### src/rtl/channel_arbiter_pkg.sv
// Shared types and default sizing for the round-robin channel arbiter.
package channel_arbiter_pkg;

  localparam int DEF_NUM_REQ    = 4;
  localparam int DEF_DATA_WIDTH = 32;

  typedef enum logic {
    ST_IDLE = 1'b0,
    ST_SEND = 1'b1
  } arb_state_e;

endpackage

### src/rtl/channel_arbiter_rr_pick.sv
// Combinational round-robin picker: first set request at or after ptr, wrapping modulo NUM_REQ.
module rr_pick
  import channel_arbiter_pkg::*;
#(
  parameter int NUM_REQ = DEF_NUM_REQ,
  localparam int IDX_W  = $clog2(NUM_REQ)
) (
  input  logic [NUM_REQ-1:0] req,
  input  logic [IDX_W-1:0]   ptr,
  output logic               found,
  output logic [IDX_W-1:0]   idx
);

  logic [2*NUM_REQ-1:0] dbl;
  logic [NUM_REQ-1:0]   rot;
  logic [IDX_W:0]       sum;

  always_comb begin
    dbl   = {req, req};
    rot   = dbl[ptr +: NUM_REQ];
    found = |rot;
    sum   = '0;
    // Walk downward so the lowest rotated offset wins.
    for (int k = NUM_REQ - 1; k >= 0; k--) begin
      if (rot[k]) begin
        sum = {1'b0, ptr} + (IDX_W + 1)'(k);
      end
    end
    if (sum >= (IDX_W + 1)'(NUM_REQ)) begin
      sum = sum - (IDX_W + 1)'(NUM_REQ);
    end
    idx = sum[IDX_W-1:0];
  end

endmodule

### src/rtl/channel_arbiter.sv
// Round-robin arbiter funnelling NUM_REQ en/ack requesters onto one shared en/ack channel.
// Optional CHANNEL_ARBITER_SRC_ID_EN adds channel_out_src carrying the granted requester index.
//
// state   | meaning
// IDLE    | channel free; grant the next requester at or after rr_ptr
// SEND    | word presented on the channel, waiting for channel_out_ack
module channel_arbiter
  import channel_arbiter_pkg::*;
#(
  parameter int NUM_REQ    = DEF_NUM_REQ,
  parameter int DATA_WIDTH = DEF_DATA_WIDTH
) (
  input  logic                          clk,
  input  logic                          rst,
  input  logic [NUM_REQ*DATA_WIDTH-1:0] req_data,
  input  logic [NUM_REQ-1:0]            req_en,
  output logic [NUM_REQ-1:0]            req_ack,
  output logic [DATA_WIDTH-1:0]         channel_out_data,
  output logic                          channel_out_en,
  input  logic                          channel_out_ack
`ifdef CHANNEL_ARBITER_SRC_ID_EN
  ,
  output logic [$clog2(NUM_REQ)-1:0]    channel_out_src
`endif
);

  localparam int IDX_W = $clog2(NUM_REQ);

  arb_state_e             state_q, state_d;
  logic [IDX_W-1:0]       ptr_q, ptr_d;
  logic [IDX_W-1:0]       grant_q, grant_d;
  logic [DATA_WIDTH-1:0]  data_q, data_d;
  logic                   en_q, en_d;
  logic [NUM_REQ-1:0]     ack_q, ack_d;
  logic                   pick_found;
  logic [IDX_W-1:0]       pick_idx;

  rr_pick #(
    .NUM_REQ (NUM_REQ)
  ) u_rr_pick (
    .req   (req_en),
    .ptr   (ptr_q),
    .found (pick_found),
    .idx   (pick_idx)
  );

  always_ff @(posedge clk) begin
    if (rst) begin
      state_q <= ST_IDLE;
      ptr_q   <= '0;
      grant_q <= '0;
      data_q  <= '0;
      en_q    <= 1'b0;
      ack_q   <= '0;
    end else begin
      state_q <= state_d;
      ptr_q   <= ptr_d;
      grant_q <= grant_d;
      data_q  <= data_d;
      en_q    <= en_d;
      ack_q   <= ack_d;
    end
  end

  always_comb begin
    state_d = state_q;
    ptr_d   = ptr_q;
    grant_d = grant_q;
    data_d  = data_q;
    en_d    = en_q;
    ack_d   = '0;
    case (state_q)
      ST_IDLE: begin
        if (pick_found) begin
          grant_d = pick_idx;
          data_d  = req_data[pick_idx*DATA_WIDTH +: DATA_WIDTH];
          en_d    = 1'b1;
          ack_d   = NUM_REQ'(1) << pick_idx;
          state_d = ST_SEND;
        end
      end
      ST_SEND: begin
        // The first SEND cycle (req_ack still high) is the mandatory wait cycle.
        if (channel_out_ack && (ack_q == '0)) begin
          en_d    = 1'b0;
          ptr_d   = (grant_q == IDX_W'(NUM_REQ - 1)) ? '0 : grant_q + 1'b1;
          state_d = ST_IDLE;
        end
      end
      default: state_d = ST_IDLE;
    endcase
  end

  assign req_ack          = ack_q;
  assign channel_out_data = data_q;
  assign channel_out_en   = en_q;

`ifdef CHANNEL_ARBITER_SRC_ID_EN
  assign channel_out_src = grant_q;
`endif

endmodule

### config.mk
export PLATFORM = sky130hd
export DESIGN_NAME = channel_arbiter
export DESIGN_NICKNAME = d
export VERILOG_FILES = /design/src/rtl/channel_arbiter_pkg.sv /design/src/rtl/channel_arbiter_rr_pick.sv /design/src/rtl/channel_arbiter.sv
export SDC_FILE = /design/constraint.sdc
export NUM_CORES = 1
export LEC_CHECK = 0
export ABC_CLOCK_PERIOD_IN_PS = 3150
export CAP_MARGIN = 20
export CORE_MARGIN = 10
export CORE_UTILIZATION = 36
export CTS_CLUSTER_SIZE = 16
export DETAILED_ROUTE_END_ITERATION = 8
export PLACE_DENSITY = 0.92
export RECOVER_POWER = 50
export SLEW_MARGIN = 10
export SYNTH_ARGS = -nofsm -noshare
export SYNTH_HDL_FRONTEND = slang
export SYNTH_SLANG_ARGS = --single-unit
### constraint.sdc
create_clock -name clk -period 3.15 [get_ports clk]
set_input_delay 0.945 -clock clk [delete_from_list [all_inputs] [get_ports clk]]
set_output_delay 0.945 -clock clk [all_outputs]
set_load 0.005 [all_outputs]
==> results.md, run 1 <==
- Die X: 105 um
- Fin cells: 554
- Starting Density: 37.6%
- Clock sinks: 42
- Root buf cell: clkbuf_8
- Commonest non-fill, non-tap cell in the layout: clkdlybuf4s50_1
- Psw: 0.000450 W
- Final count of pins violating max slew: 0
- Largest net degree at the start of global routing: 31
- Main combinational cell family by area after synthesis: compound AO/OA/AOI/OAI gates
- Endpoint class of the critical path: flip-flop
- Worst-Skew Late Latency: 290 ps
- Synth Area in Compound Gates: 30.2%
- Max cap viols: 0
- Sequential Power Share: 37.8%
- Mux share of post-synthesis cell area: 11.1%
- Setup violations, final: 0
- Synthesis-to-layout area growth: 75.7%
- # rows: 30
- Io pins: 172
- Synth Area in Simple Gates: 19.5%
- Slew margin rel.: 48.0%
- Final Hold Fails: 0
- Core Util, Final: 66.0%
- Crit Path Category: in -> reg
- # port buffers: 171
- Placed cells: 546
- TritonCTS Buffers: 5
- Flops & latches, synth: 42
- Tmin final: 2970 ps
- DR WL/cell: 19.6 um
- Post-cts resize count: 0
- Initial DRC count: 111
- DRT Pass-1 Iters: 4
- Crit path required time: 3330 ps
- Number of global-route vias before repair: 3270
- Least-Margin Pin Slew: 778 ps
- Final period utilization: 94.1%
- Leakage: 1.83 nW
- HPWL after DPL: 8.70 mm
- CP startpoint kind: input pin
- Pwr per Cell Area: 361 nW/um2
- Mapped Area: 2590 um2
- Final worst setup slack: 184 ps
- CTS H-tree depth: 2
- Final WL: 10.9 mm
- Syn_nets: 424
- Setup TNS: 0 ps
- Die footprint: 11000 um2
- Critical R2R Capture: channel_out_data[29]
- DR vias/cell: 5.44
- Post-synthesis area per instance: 9.01 um2
- Core area: 6910 um2
- WHS Endpoint: channel_out_data[13]
- Total track usage: 18.8%
- # diodes: 0
- Most frequent cells in the layout: clkdlybuf4s50_1 (133), dfxtp_1 (42), dlygate4sd3_1 (38)
- ANT nets after route: 0
- Switching share of power: 27.3%
- DP Worst Slack: -105 ps
- Comb pwr share: 37.2%
- Number of buffers added to fix hold violations after cts: 0
- CTS clk-pin slew, worst paths: 80 ps
- Post-synthesis cell count: 288
- Post-synth cell types: 37
- Min-delay worst type: reg -> reg
- CTS tree: built
- Reg2reg setup slack: 870 ps
- Remaining DRCs: 0
- Int Pwr: 0.00120 W
- Synth Area in Adders: 0.482%
- Nets: 593
- Clock power frac: 25.0%
- Layout cells sized above 1: 14.0%
- Die height: 105 um
- Post-CTS Setup Bufs: 0
- Maximum fanout along the worst path: 19
- Synth Warn #: 0
- HP Start: channel_out_data[13]
- Unrepaired setup endpoints after global routing: no
- Reg2reg start: ptr_q[1]
- Grt total ovfl: 0
- XOR/XNOR Fraction of Synth Area: 0%
- Clock skew: 6.98 ps
- R2R depth: 6
- Hold depth: 2
- Seq/Total Area, Yosys: 32.4%
- Status: finished clean
- Data arrival, critical path: 3150 ps
- Longest Clk Path Bufs: 2
- Peak Freq: 337 MHz
- Maximum vdd ir drop: 151 uV
- GPL Wtd Cong: 0.867
- Routed via count: 3014
- Initial antenna violation count: 0
- First-pass GRT wire length: 17.1 mm
==> power groups by stage <==
stage	sequential [W]	combinational [W]	clock, W
floorplan	0.000634	0.000273	0
global placement	0.000632	0.000618	0
detailed placement	0.000634	0.000636	0
CTS	0.000624	0.000638	0.000424
global route	0.000628	0.000658	0.000441
finish	0.000622	0.000613	0.000413
==> worst max-delay path, cell delays in order <==
cell	delay, ps
clkdlybuf4s50_1	440
nor2b_2	190
a211oi_4	680
nor2_4	70
buf_12	200
mux2_4	310
a221o_1	320
==> registers in the layout, indices dropped and copies added, names as in the netlist <==
register and cells:
req_ack 4, state_q 1, channel_out_en 1, channel_out_data 32
ptr_q 2, grant_q 2
==> cell families (layout without fill, tap and decap cells) <==
family,count (synthesis),count (layout)
multiplexers,22,22
buffers and inverters,30,200
adder cells (fa/ha/maj),1,1
AO/OA/AOI/OAI,101,101
AND/OR/NAND/NOR,92,92
flip-flops,42,42
==> synth_stat cells, drive strengths merged <==
cell type | count | share of area, %
nand2 | 18 | 2.6
or3 | 1 | 0.24
ha | 1 | 0.48
dfxtp | 42 | 32
a211o | 1 | 0.34
o21ba | 1 | 0.39
inv | 1 | 0.14
a211oi | 30 | 11
or4b | 2 | 0.92
a221o | 18 | 6.9
o21ai | 18 | 3.5
and2 | 1 | 0.24
o21bai | 1 | 0.43
nor2b | 3 | 0.82
mux2i | 4 | 1.5
a21oi | 18 | 3.5
o31ai | 14 | 4.1
clkbuf | 11 | 1.6
nor2 | 14 | 2.3
nand3 | 19 | 3.9
and2b | 1 | 0.29
mux2 | 18 | 9.5
or4 | 1 | 0.43
nor3 | 3 | 0.58
buf | 18 | 4.6
nor4 | 1 | 0.48
and3 | 28 | 6.8
==> through the flow <==
step | hold WS, ps | area (um2) | power [W]
after floorplan | 449 | 2590 | 0.000907
after global placement | 436 | 4460 | 0.00125
after detailed placement | 441 | 4460 | 0.00127
after CTS | 459 | 4560 | 0.00169
after global routing | 478 | 4560 | 0.00173
final | 455 | 4560 | 0.00165
==> how the worst max path moves through the flow <==
stage                     cells after the start                    to      start  slack, ps
final                                         7  channel_out_data[29]  req_en[2]        180
after global routing                          7   channel_out_data[3]  req_en[3]         70
after CTS                                     7   channel_out_data[3]  req_en[3]        210
after detailed placement                      7  channel_out_data[29]  req_en[2]       -100
after global placement                        7   channel_out_data[3]  req_en[3]        -80
after floorplan                               7  channel_out_data[20]  req_en[0]        570
==> area by class of cell <==
cell class	instances	area, um2
Fill cell	578	2350
Timing Repair Buffer	191	1900
Multi-Input combinational cell	216	1590
Sequential cell	42	841
Tap cell	96	120
Clock buffer	7	76.3
Clock inverter	1	30.0
Inverter	1	3.75
==> per-layer routing <==
metal  vias up  global-route usage [%]  routed length (um)
li1       1440                       -                   -
met5         -                       0                   0
met4         0                    6.18                 260
met3        20                    7.00                 913
met2       139                    34.4                5630
met1      1415                    19.2                4050
(Power assumes the default switching activity.)
==> inputs of run 2 (changes only) <==
--- a/config.mk
+++ b/config.mk
@@ -12,7 +12,7 @@
 export CTS_CLUSTER_SIZE = 16
 export DETAILED_ROUTE_END_ITERATION = 8
 export PLACE_DENSITY = 0.92
-export RECOVER_POWER = 50
+export RECOVER_POWER = 100
 export SLEW_MARGIN = 10
 export SYNTH_ARGS = -nofsm -noshare
 export SYNTH_HDL_FRONTEND = slang
==> results.md, run 2 (synthesis gave the netlist of run 1 again) <==
- Status: finished clean
- # port buffers: 171 (unchanged)
- First-pass GRT wire length: 17.1 mm (unchanged)
- Die height: 105 um (unchanged)
- Setup violations, final: 0 (unchanged)
- Switching share of power: 27.6% (+0.25 points)
- Comb pwr share: 36.6% (-0.6 points)
- Nets: 593 (unchanged)
- Sequential Power Share: 38.0% (+0.2 points)
- DR WL/cell: 19.7 um (+0.74%)
- Initial DRC count: 117 (+5.4%)
- # diodes: 0 (unchanged)
- HPWL after DPL: 8.70 mm (unchanged)
- Pwr per Cell Area: 362 nW/um2 (+0.26%)
- Min-delay worst type: reg -> reg
- Leakage: 1.79 nW (-1.7%)
- Int Pwr: 0.00118 W (-1.0%)
- Max reg flops: 32 (unchanged)
- Number of buffers added to fix hold violations after cts: 0 (unchanged)
- Core Util, Final: 65.4% (-0.62 points)
- Largest net degree at the start of global routing: 31 (unchanged)
- Least-Margin Pin Slew: 758 ps (-20.1 ps)
- Data arrival, critical path: 3200 ps (+50 ps)
- Layout cells sized above 1: 12.2% (-1.7 points)
- Root buf cell: clkbuf_8
- Starting Density: 37.6% (unchanged)
- Initial antenna violation count: 0 (unchanged)
- Endpoint class of the critical path: flip-flop
- Most frequent cells in the layout: clkdlybuf4s50_1 (133), dfxtp_1 (42), dlygate4sd3_1 (38)
- DR vias/cell: 5.42 (-0.36%)
- Crit Path Category: in -> reg
- Tmin final: 3020 ps (+51.9 ps)
- Slew margin rel.: 49.3% (+1.3 points)
- Remaining DRCs: 0 (unchanged)
- Die footprint: 11000 um2 (unchanged)
- Maximum vdd ir drop: 151 uV (about the same)
- CTS tree: built
- Core area: 6910 um2 (unchanged)
- Routed via count: 3003 (-0.36%)
- Synthesis-to-layout area growth: 74.1%
- Grt total ovfl: 0 (unchanged)
- Psw: 0.000451 W (+0.24%)
- CTS clk-pin slew, worst paths: 80 ps (about the same)
- Setup TNS: 0 ps (unchanged)
- # rows: 30 (unchanged)
- Final period utilization: 95.8% (+1.6 points)
- Io pins: 172 (unchanged)
- Final Hold Fails: 0 (unchanged)
- Unrepaired setup endpoints after global routing: no
- Longest Clk Path Bufs: 2 (unchanged)
- Commonest non-fill, non-tap cell in the layout: clkdlybuf4s50_1
- Die X: 105 um (unchanged)
- Post-cts resize count: 0 (unchanged)
- CP startpoint kind: input pin
- Clock power frac: 25.4% (+0.4 points)
- Clock skew: 7.74 ps (+0.759 ps)
- Post-CTS Setup Bufs: 0 (unchanged)
- Clock sinks: 42 (unchanged)
- Crit path required time: 3330 ps (about the same)
- Worst-Skew Late Latency: 290 ps (about the same)
- Final WL: 10.9 mm (+0.74%)
- Final count of pins violating max slew: 0 (unchanged)
- Number of global-route vias before repair: 3270 (unchanged)
- Peak Freq: 331 MHz (-1.7%)
- Maximum fanout along the worst path: 19 (unchanged)
- CTS H-tree depth: 2 (unchanged)
- ANT nets after route: 0 (unchanged)
- TritonCTS Buffers: 5 (unchanged)
- Max cap viols: 0 (unchanged)
- DRT Pass-1 Iters: 4 (unchanged)
- GPL Wtd Cong: 0.867 (unchanged)
- Total track usage: 18.8% (unchanged)
## run 2: power groups by stage
stage	clock network [W]	registers, W	logic (W)
3_3_place_gp	0	0.000632	0.000618
4_1_cts	0.000424	0.000624	0.000638
5_1_grt	0.000441	0.000628	0.000644
6_report	0.000415	0.000622	0.000599
3_5_place_dp	0	0.000634	0.000636
2_1_floorplan	0	0.000634	0.000273
## run 2: area by class of cell
class                   count  area (um2)
fillers                   591        2390
repair buffers            191        1880
multi-input cells         216        1560
flip-flops and latches     42         841
well taps                  96         120
clock buffers               7        76.3
clock inverters             1        30.0
inverters                   1        3.75
## run 2: routing by layer
layer	GRT usage, %	wire (um)	up-vias
met5	0	0	-
met3	7.00	899	20
met2	34.4	5630	135
met1	19.2	4140	1406
met4	6.18	258	0
li1	-	-	1442
## run 2: worst paths after layout
path / startpoint / to / slack (ps) / depth (start not counted)
worst max-delay path: req_en[2] / channel_out_data[29] / 130 / 7
worst min-delay path: channel_out_data[6] / channel_out_data[6] / 450 / 2
worst max register to register: ptr_q[1] / channel_out_data[29] / 820 / 6
worst min register to register: channel_out_data[6] / channel_out_data[6] / 450 / 2
## run 2: metrics by stage
step / setup WS [ps] / std cells / hold WS (ps) / power [W] / area, um2
after floorplan: 569 / 288 / 449 / 0.000907 / 2590
after global placement: -77.0 / 546 / 436 / 0.00125 / 4460
after detailed placement: -105 / 546 / 441 / 0.00127 / 4460
after CTS: 214 / 554 / 459 / 0.00169 / 4560
after global routing: 39.0 / 554 / 478 / 0.00171 / 4520
final: 133 / 554 / 455 / 0.00164 / 4520
## run 2: worst max-delay path, cell delays in order
cell and delay, ps:
clkdlybuf4s50_1 440, nor2b_2 190, a211oi_4 660, nor2_4 30
buf_4 250, mux2_1 350, a221o_1 320
